**src/rtl/booth_mult_seq_pkg.sv**
```systemverilog
// -----------------------------------------------------------------------------
// booth_mult_seq_pkg
// Shared definitions for the sequential radix-4 Booth multiplier:
//   - state_e    : controller states IDLE / RUN / DONE
//   - sel_e      : Booth magnitude select (zero, 1*M, 2*M); the sign travels
//                  separately as a NEG flag
//   - BOOTH_ITER : iteration-count derivation, two multiplier bits per step
//   - cla8       : the 8-bit carry-lookahead adder block used in the datapath
// -----------------------------------------------------------------------------
`ifndef BOOTH_ITER
`define BOOTH_ITER(w) ((w) / 2)
`endif

package booth_mult_seq_pkg;

  typedef enum logic [1:0] {
    ST_IDLE = 2'd0,
    ST_RUN  = 2'd1,
    ST_DONE = 2'd2
  } state_e;

  typedef enum logic [1:0] {
    SEL_ZERO = 2'd0,
    SEL_ONE  = 2'd1,
    SEL_TWO  = 2'd2
  } sel_e;

  // 8-bit carry-lookahead block: every carry is formed directly from the
  // generate/propagate terms and the block carry-in, not rippled.
  // Returns {carry_out, sum[7:0]}.
  function automatic logic [8:0] cla8(input logic [7:0] a,
                                      input logic [7:0] b,
                                      input logic       cin);
    logic [7:0] g;
    logic [7:0] p;
    logic [8:0] c;
    logic       t;
    g    = a & b;
    p    = a ^ b;
    c    = '0;
    c[0] = cin;
    for (int i = 0; i < 8; i++) begin
      // carry-in propagated through every bit 0..i
      t = cin;
      for (int j = 0; j <= i; j++) t = t & p[j];
      c[i+1] = t;
      // generate at bit j propagated through bits j+1..i
      for (int j = 0; j <= i; j++) begin
        t = g[j];
        for (int k = j + 1; k <= i; k++) t = t & p[k];
        c[i+1] = c[i+1] | t;
      end
    end
    return {c[8], p ^ c[7:0]};
  endfunction

endpackage

```
**src/rtl/booth_mult_seq_recode.sv**
```systemverilog
// -----------------------------------------------------------------------------
// booth_recode
// Radix-4 modified-Booth recoder, purely combinational.
//   win_i [2:0] : multiplier window {b[2i+1], b[2i], b[2i-1]}
//   sel_o [1:0] : magnitude select (SEL_ZERO / SEL_ONE / SEL_TWO)
//   neg_o       : subtract the selected multiple instead of adding it
// -----------------------------------------------------------------------------
module booth_recode
  import booth_mult_seq_pkg::*;
(
  input  logic [2:0] win_i,
  output logic [1:0] sel_o,
  output logic       neg_o
);

  always_comb begin
    // NOTE: every output gets a default first, so no path through the case can infer a latch.
    sel_o = SEL_ZERO;
    neg_o = 1'b0;
    unique case (win_i)
      3'b001, 3'b010: sel_o = SEL_ONE;
      3'b011:         sel_o = SEL_TWO;
      3'b100: begin
        sel_o = SEL_TWO;
        neg_o = 1'b1;
      end
      3'b101, 3'b110: begin
        sel_o = SEL_ONE;
        neg_o = 1'b1;
      end
      default: ;  // 000 / 111: zero term, never negated
    endcase
  end

endmodule

```
**src/rtl/booth_mult_seq.sv**
```systemverilog
// -----------------------------------------------------------------------------
// booth_mult_seq
// Sequential radix-4 modified-Booth signed multiplier. One partial product is
// added per clock into the upper part of a shifting product register; after
// WIDTH/2 steps the low WIDTH bits and a signed-overflow flag are published
// together with a one-cycle ready pulse.
//
// Parameters
//   WIDTH           operand/result width, even and >= 8 (default 32)
// Ports
//   clock           rising-edge clock
//   reset_n         asynchronous active-low reset
//   ctrl_mult       start pulse; restarts any operation in flight
//   data_a/data_b   signed multiplicand / multiplier, sampled only at start
//   data_result     low WIDTH bits of a*b, held until the next completion
//   data_exception  product does not fit in WIDTH signed bits
//   data_resultRDY  one-cycle completion pulse
//   busy            high while iterating
// Build option
//   MULT_ZERO_SKIP_EN : a zero operand at start goes straight to DONE with a
//                       zero result and no overflow.
// -----------------------------------------------------------------------------
module booth_mult_seq
  import booth_mult_seq_pkg::*;
#(
  parameter int WIDTH = 32
) (
  input  logic             clock,
  input  logic             reset_n,
  input  logic             ctrl_mult,
  input  logic [WIDTH-1:0] data_a,
  input  logic [WIDTH-1:0] data_b,
  output logic [WIDTH-1:0] data_result,
  output logic             data_exception,
  output logic             data_resultRDY,
  output logic             busy
);

  localparam int ITER  = `BOOTH_ITER(WIDTH);
  localparam int PW    = 2 * WIDTH + 3;       // {acc[WIDTH+1:0], b, guard}
  localparam int AW    = WIDTH + 2;           // accumulator width
  localparam int NBLK  = WIDTH / 8;           // full CLA blocks
  localparam int LO    = NBLK * 8;
  localparam int TOPW  = AW - LO;             // sign-extension slice, 2..8 bits
  localparam int CNT_W = $clog2(ITER + 1);
  localparam logic [CNT_W-1:0] LAST = CNT_W'(ITER - 1);

  state_e             state_q, state_d;
  logic [CNT_W-1:0]   cnt_q, cnt_d;
  logic [WIDTH-1:0]   m_q, m_d;
  logic [PW-1:0]      p_q, p_d;
  logic [WIDTH-1:0]   res_q, res_d;
  logic               exc_q, exc_d;

  // ---------------- Booth term selection ----------------
  logic [1:0]    sel;
  logic          neg;
  logic [AW-1:0] mag, term, acc, sum;
  logic [PW-1:0] p_shift;

  booth_recode u_recode (
    .win_i (p_q[2:0]),
    .sel_o (sel),
    .neg_o (neg)
  );

  always_comb begin
    mag = '0;
    unique case (sel)
      SEL_ONE: mag = {{2{m_q[WIDTH-1]}}, m_q};
      SEL_TWO: mag = {m_q[WIDTH-1], m_q, 1'b0};
      default: ;
    endcase
    // subtraction = add of the inverted term with carry-in 1
    term = neg ? ~mag : mag;
  end

  assign acc = p_q[PW-1:WIDTH+1];

  // ---------------- accumulator adder: CLA blocks + top slice ----------------
  logic [NBLK:0] carry;
  assign carry[0] = neg;

  for (genvar g = 0; g < NBLK; g++) begin : g_cla
    logic [8:0] r;
    assign r            = cla8(acc[g*8 +: 8], term[g*8 +: 8], carry[g]);
    assign sum[g*8 +: 8] = r[7:0];
    assign carry[g+1]   = r[8];
  end

  // carry out of the top slice is dropped: the accumulator is wide enough
  assign sum[AW-1:LO] = acc[AW-1:LO] + term[AW-1:LO] + TOPW'(carry[NBLK]);

  // add into the upper bits, then arithmetic shift right by two
  assign p_shift = {{2{sum[AW-1]}}, sum, p_q[WIDTH:2]};

  // ---------------- controller / next state ----------------
  always_comb begin
    state_d = state_q;
    cnt_d   = cnt_q;
    m_d     = m_q;
    p_d     = p_q;
    res_d   = res_q;
    exc_d   = exc_q;
    if (ctrl_mult) begin
      // a start always wins, aborting whatever is in flight
      m_d     = data_a;
      p_d     = {{AW{1'b0}}, data_b, 1'b0};
      cnt_d   = '0;
      state_d = ST_RUN;
`ifdef MULT_ZERO_SKIP_EN
      if (data_a == '0 || data_b == '0) begin
        state_d = ST_DONE;
        res_d   = '0;
        exc_d   = 1'b0;
      end
`endif
    end else begin
      unique case (state_q)
        ST_RUN: begin
          p_d   = p_shift;
          cnt_d = cnt_q + 1'b1;
          if (cnt_q == LAST) begin
            state_d = ST_DONE;
            // product[2W-1:0] now sits in p[2W:1]
            res_d   = p_shift[WIDTH:1];
            exc_d   = p_shift[2*WIDTH:WIDTH+1] != {WIDTH{p_shift[WIDTH]}};
          end
        end
        ST_DONE: state_d = ST_IDLE;
        default: ;
      endcase
    end
  end

  // NOTE: datapath registers are reset as well, so every output reads 0 straight out of reset.
  always_ff @(posedge clock or negedge reset_n) begin
    if (!reset_n) begin
      state_q <= ST_IDLE;
      cnt_q   <= '0;
      m_q     <= '0;
      p_q     <= '0;
      res_q   <= '0;
      exc_q   <= 1'b0;
    end else begin
      // NOTE: non-blocking, so every register samples the pre-edge values.
      state_q <= state_d;
      cnt_q   <= cnt_d;
      m_q     <= m_d;
      p_q     <= p_d;
      res_q   <= res_d;
      exc_q   <= exc_d;
    end
  end

  assign data_result    = res_q;
  assign data_exception = exc_q;
  assign data_resultRDY = (state_q == ST_DONE);
  assign busy           = (state_q == ST_RUN);

endmodule

```
**config.mk**
```make
export PLATFORM = sky130hd
export DESIGN_NAME = booth_mult_seq
export DESIGN_NICKNAME = d
export VERILOG_FILES = /design/src/rtl/booth_mult_seq_pkg.sv /design/src/rtl/booth_mult_seq_recode.sv /design/src/rtl/booth_mult_seq.sv
export SDC_FILE = /design/constraint.sdc
export NUM_CORES = 1
export LEC_CHECK = 0
export BUFFER_PORTS_ARGS = -buffer_cell sky130_fd_sc_hd__buf_4
export CORE_AREA = 2 2 118 120
export DETAILED_ROUTE_END_ITERATION = 10
export DIE_AREA = 0 0 120 122
export GPL_TIMING_DRIVEN = 0
export PLACE_DENSITY = 0.79
export SYNTH_ARGS = -nofsm -noshare
export SYNTH_HDL_FRONTEND = slang
export SYNTH_SLANG_ARGS = --single-unit
```
**constraint.sdc**
```tcl
create_clock -name clock -period 8.25 [get_ports clock]
set_clock_uncertainty 0.15 [all_clocks]
set_input_delay 1.65 -clock clock [delete_from_list [all_inputs] [get_ports clock]]
set_output_delay 1.65 -clock clock [all_outputs]
set_load 0.01 [all_outputs]
```
---- After elaboration in Yosys (flattened, before gate mapping) ----
Index checks and enable logic that the tools add are counted.
operators by class
  $add $sub $neg .......................... 3
  equality and inequality tests ........... 13
  muxes and demuxes ....................... 11
  bitwise operators ....................... 302
  reduce and logical (&&, ||, !) cells .... 7
operators with widths
  operator                                                                 number
  1-bit bitwise AND                                                        144
  1-bit bitwise OR                                                         144
  67-bit two-way mux                                                       2
  34-bit case mux with 2 select lines                                      1
  8-bit XOR                                                                8
  34-bit two-way mux                                                       1
  34-bit inverter                                                          1
  8-bit bitwise AND                                                        4
  32-bit inequality test                                                   1
  5-bit two-way mux                                                        2
  3-bit equality test, second input constant                               3
  2-bit case mux with 2 select lines                                       2
  3-bit by 2-bit equality test with 1-bit output, second input constant    2
  5-bit by 1-bit adder with 5-bit output, second input constant            1
  5-bit by 4-bit equality test with 1-bit output, second input constant    1
  2-bit by 1-bit equality test with 1-bit output, second input constant    2
  2-bit equality test, second input constant                               2
  2-bit two-way mux                                                        2
  4-bit OR reduction                                                       1
  3-bit by 1-bit equality test with 1-bit output, second input constant    1
  3-bit by 2-bit inequality test with 1-bit output, second input constant  1
  3-bit AND reduction                                                      1
  3-bit nonzero test                                                       1
  3-bit OR reduction                                                       1
  other kinds (7)                                                          7
storage, ports and cells
  register bits ........................... 139

---- Depth between registers and ports, before layout ----
  word-level depth ........................ 75
  mapped depth ............................ 35
  depth with buffers taken out ............ 34

---- Hierarchy ----
From an unflattened synthesis, not the netlist that was laid out.
unflattened totals
  cells, all modules ...................... 717
  area, all modules ....................... 7634.8 µm²
by module, submodules not included
  module          times used  cells each  area an instance (µm²)
  booth_mult_seq  1           709         7553.5
  booth_recode    1           8           81.3

---- Worst setup path after synthesis ----
OpenSTA, ideal clock, no wires.
  path type ............................... flip-flop to flip-flop
  start ................................... reg p_q[0]
  end ..................................... reg exc_q (netlist: data_exception)
  setup time .............................. 0.136 ns
  arrival time ............................ 7.080 ns
  data required time ...................... 7.964 ns
  slack ................................... 0.884 ns
  cell stages (with the launch flop) ...... 33
  buffers on the path ..................... 1
  clock period less this slack ............ 7.366 ns
  path through ............................ dfrtp_1 -> inv_1 -> ha_1 -> mux2_2 -> ha_1 -> nor2b_1 -> clkbuf_1 -> a22oi_1 -> xnor2_1 -> ha_1 -> o21ai_1 -> a211oi_1 -> a211oi_2 -> o21bai_1 -> ha_1 -> o21ai_1 -> a211oi_1 -> a211oi_2 -> o21bai_1 -> ha_1 -> o21ai_0 -> a211oi_1 -> a41oi_1 -> nand2b_1 -> a21o_1 -> ha_1 -> o21ai_1 -> a2111oi_1 -> or3_1 -> a21oi_1 -> fa_1 -> o41ai_1 -> a31oi_1
between the ends
  word-level cells in the longest chain between the ends .. 74
RTL lines
  element                                                                                line                         text
  start: declaration                                                                     booth_mult_seq.sv:51         logic [PW-1:0] p_q, p_d;
  start signal: assignment                                                               booth_mult_seq.sv:150        p_q <= p_d;
  3-bit by 1-bit equality test with 1-bit output, or another cell as far along           booth_mult_seq_recode.sv:20  unique case (win_i)
  4-bit OR reduction (no line) or 2-bit OR reduction (tied branches)                     --
  2-bit case mux with 2 select lines                                                     booth_mult_seq_recode.sv:20
  2-bit equality test or 2-bit by 1-bit equality test with 1-bit output (tied branches)  booth_mult_seq.sv:69         unique case (sel)
  34-bit case mux with 2 select lines                                                    booth_mult_seq.sv:69
  34-bit inverter                                                                        booth_mult_seq.sv:75         term = neg ? ~mag : mag;
  34-bit two-way mux                                                                     booth_mult_seq.sv:75
  8-bit XOR                                                                              booth_mult_seq_pkg.sv:39     p = a ^ b;
  [16 not listed]                                                                        --
  1-bit bitwise AND (8 in a row)                                                         booth_mult_seq_pkg.sv:45     for (int j = 0; j <= i; j++) t = t & p[j];
  1-bit bitwise OR (8 in a row)                                                          booth_mult_seq_pkg.sv:51     c[i+1] = c[i+1] | t;
  1-bit bitwise AND (8 in a row)                                                         booth_mult_seq_pkg.sv:45
  1-bit bitwise OR (8 in a row)                                                          booth_mult_seq_pkg.sv:51
  1-bit bitwise AND (8 in a row)                                                         booth_mult_seq_pkg.sv:45
  1-bit bitwise OR (8 in a row)                                                          booth_mult_seq_pkg.sv:51
  2-bit by 1-bit adder with 2-bit output                                                 booth_mult_seq.sv:92         assign sum[AW-1:LO] = acc[AW-1:LO] + term[AW-1:LO] + TOPW'(carry[NBLK]);
  32-bit inequality test *                                                               booth_mult_seq.sv:127        exc_d = p_shift[2*WIDTH:WIDTH+1] != {WIDTH{p_shift[WIDTH]}};
  end signal: assignment                                                                 booth_mult_seq.sv:144        exc_q <= 1'b0;
  end signal: assignment                                                                 booth_mult_seq.sv:152        exc_q <= exc_d;
  end: declaration                                                                       booth_mult_seq.sv:53         logic exc_q, exc_d;
Every way passes the cells marked *; elsewhere a longest branch is shown, timed or not.
A chain may end at the register's enable or synchronous reset.

---- Worst setup path after layout ----
Same ends and word-level chain as after synthesis.

==> impl_metrics.yaml <==
routing:
  drc_errors: 0
  dr_wl_met2_um: 8960
  drtIter0Drc: 548
  wl_met1_um: 8330
  top_layer: "met4"
  drt-pass1-iter-count: 5
  vias: 6234
  viasPerCell: 5.66
  drt_wl_total_um: 18700
  wire_per_inst_um: 17.0
  wl_met3_um: 945
  drtAntennaViolNets: 0
synthesis:
  syn_nets: 901
  yosysWarningCount: 0
  synth_cell_types: 49
  synth_edf_count: 0
  netlist_area_um2: 7620
  ys_async_sr_fraction_pct: 100
  ys.flop_type: "dfrtp_1"
  synth_top_area_share_pct: 45.0
  synth-seq-area-share_pct: 45.0
  ys_ff_latch: 137
  yosysTopAreaCell: "dfrtp_1"
  avgSynthCellArea_um2: 9.70
  synth_cells: 786
  synth_area_leaders: "dfrtp_1 45%, nand2_1 8.7%, ha_1 7.2%"
setup_path:
  critPathLaunchType: "flip-flop"
  worst-path-max-fanout: 10
  cpMostUsedCell: "ha_1"
  critPathRequiredTime_ns: 8.40
  critPathArrivalTime_ns: 7.96
  endpoint_kind: "flip-flop"
  slowest_delay_ns: 0.55
  slowest_stage: "or4_1"
  criticalPathCategory: "reg2reg"
sta:
  hold_viol: 0
  hold_slack_ns: 0.323
  finalCritPeriodShare_pct: 94.7
  max_freq_mhz: 128
  worstMarginPinSlew_ns: 0.985
  worst_slack_ns: 0.435
  finalCriticalPeriod_ns: 7.82
  slew_headroom_pct: 34.2
  finalSetupViolations: 0
  slew_violations: 0
floorplan:
  start_util_pct: 56.4
  core_um2: 13500
  io_pins: 102
  die_h_um: 122
  rows: 43
  fp.dieW_um: 120
  dieArea_um2: 14600
final_layout:
  layout_commonest_cell: "nand2_1"
  multi_input_area_um2: 4060
  final_cell_mix: "177 x nand2_1, 137 x dfrtp_1, 102 x buf_4"
  fillers: 1053
  nNetsFinal: 1024
  num_antenna_cells: 0
  final_layout_size_suffix_gt1_share_pct: 21.6
  register_area_um2: 3430
  area_growth_pct: 22.4
global_route:
  antenna_found_initial: 0
  grt_pass1_wl_um: 30600
  grt_max_degree: 78
  overflow: 0
  grt_pass1_vias: 6276
  grtUsageTotal_pct: 26.5
clock_network:
  clkSinkCount: 137
  clkTransAtPathRegs_ns: 0.07
  cts_buffers: 17
  cts_buffer_depth: 2
  clock-root-buffer: "clkbuf_16"
  cts_max_level: 4
  clk_latency_ns: 0.43
  cts_tree: "yes"
power:
  powerDensity_nw_per_um2: 277
  max-vdd-ir-drop_mv: 0.175
  leakage_nw: 4.31
placed_design:
  port_buffers: 101
  post-place-ws_ns: -0.404
  dp_hpwl_um: 12800
  gp_congestion: 0.904
hold_path:
  min_path_type: "reg2reg"
outcome:
  status: "completed"
run:
  max_cap_violations: 0
## what timing repair did
item / in CTS / in global routing
hold endpoints to repair: 0 / 0
hold buffers: 0 / 0
gates resized for setup: 6 / 25
endpoints found under the setup margin: 3 / 4
setup buffers: 0 / 2
pin swaps: 0 / 2
## registers in the layout (all words and copies together) (netlist names)
| signal | flops |
|---|---|
| p_q | 65 |
| data_result | 32 |
| m_q | 32 |
| cnt_q | 5 |
| state_q | 2 |
| data_exception | 1 |
## metal layers
layer	up-vias	global-route usage (%)
met5	-	0
met4	0	11.1
met3	42	5.62
met2	178	41.9
met1	3036	35.5
li1	2978	-
## cells by family after synthesis
| logic type | after synthesis | synth area share [%] |
|---|---|---|
| xor+xnor | 59 | 6.88 |
| compound gates | 142 | 11.8 |
| simple gates | 279 | 15.9 |
| mux | 65 | 9.24 |
| flops | 137 | 45.0 |
| buf+inv | 56 | 2.95 |
| fa+ha+maj | 48 | 8.27 |
## path summary, 6_finish.rpt
check                                           startpoint                          to  slack (ns)  depth (start not counted)
worst min-delay path            data_result[5]$_DFFE_PN0P_  data_result[5]$_DFFE_PN0P_        0.32                          2
worst min register to register  data_result[5]$_DFFE_PN0P_  data_result[5]$_DFFE_PN0P_        0.32                          2
worst max-delay path                    p_q[0]$_DFFE_PN0P_  data_exception$_DFFE_PN0P_        0.43                         32
worst max register to register          p_q[0]$_DFFE_PN0P_  data_exception$_DFFE_PN0P_        0.43                         32
max in group asynchronous                          reset_n         m_q[14]$_DFFE_PN0P_        6.13                          2
min in group asynchronous                          reset_n          m_q[2]$_DFFE_PN0P_        1.05                          1
## worst max-delay path, delay by kind of cell (launching register included)
kind                       cells  cell delay, ns
xor gates and xnor gates       2            0.34
AOI/OAI and AO/OA             16            3.03
adders and majority gates      6            1.59
muxes                          1            0.30
DFF                            1            0.40
and+or+nand+nor                5            1.55
buffers and inverters          2            0.33
## Yosys cell counts (5+ instances only)
master and number:
dfrtp_1 137, nor3_2 6, nand4_1 10, nand2b_1 6, a21oi_1 36, a22oi_1 31, a211oi_1 10, nor2_1 48
xnor2_1 54, nand2_1 177, inv_1 11, clkbuf_1 39, nand3_1 5, mux2_2 33, mux2i_1 31, or4_1 5
o21ai_0 39, ha_1 44
## power breakdown
group,internal (mW),switching [mW],total [mW]
combinational,0.420,0.565,0.985
sequential,0.774,0.0791,0.853
clock,0.441,0.303,0.744
## area by class of cell
cell class                 count  area share [%]
clock inverter                12            1.22
clock buffer                  20            5.00
tap                          180            2.41
inverter                      12           0.483
timing repair buffer         104            8.62
multi-input combinational    593            43.5
buffer                        44            2.04
sequential                   137            36.7
## stage by stage
step / total power [mW] / TNS [ns] / cells / cell area, um2 / util (%)
6_report: 2.58 / 0 / 1102 / 9330 / 69.1
5_1_grt: 2.75 / -0.0155 / 1102 / 9330 / 69.1
4_1_cts: 2.53 / 0 / 1100 / 9240 / 68.4
3_5_place_dp: 1.77 / -0.588 / 1068 / 8640 / 64.0
3_3_place_gp: 1.74 / -0.403 / 1067 / 8610 / 63.7
2_1_floorplan: 1.55 / 0 / 786 / 7620 / -
No activity file was read; power rests on OpenSTA's default activity.
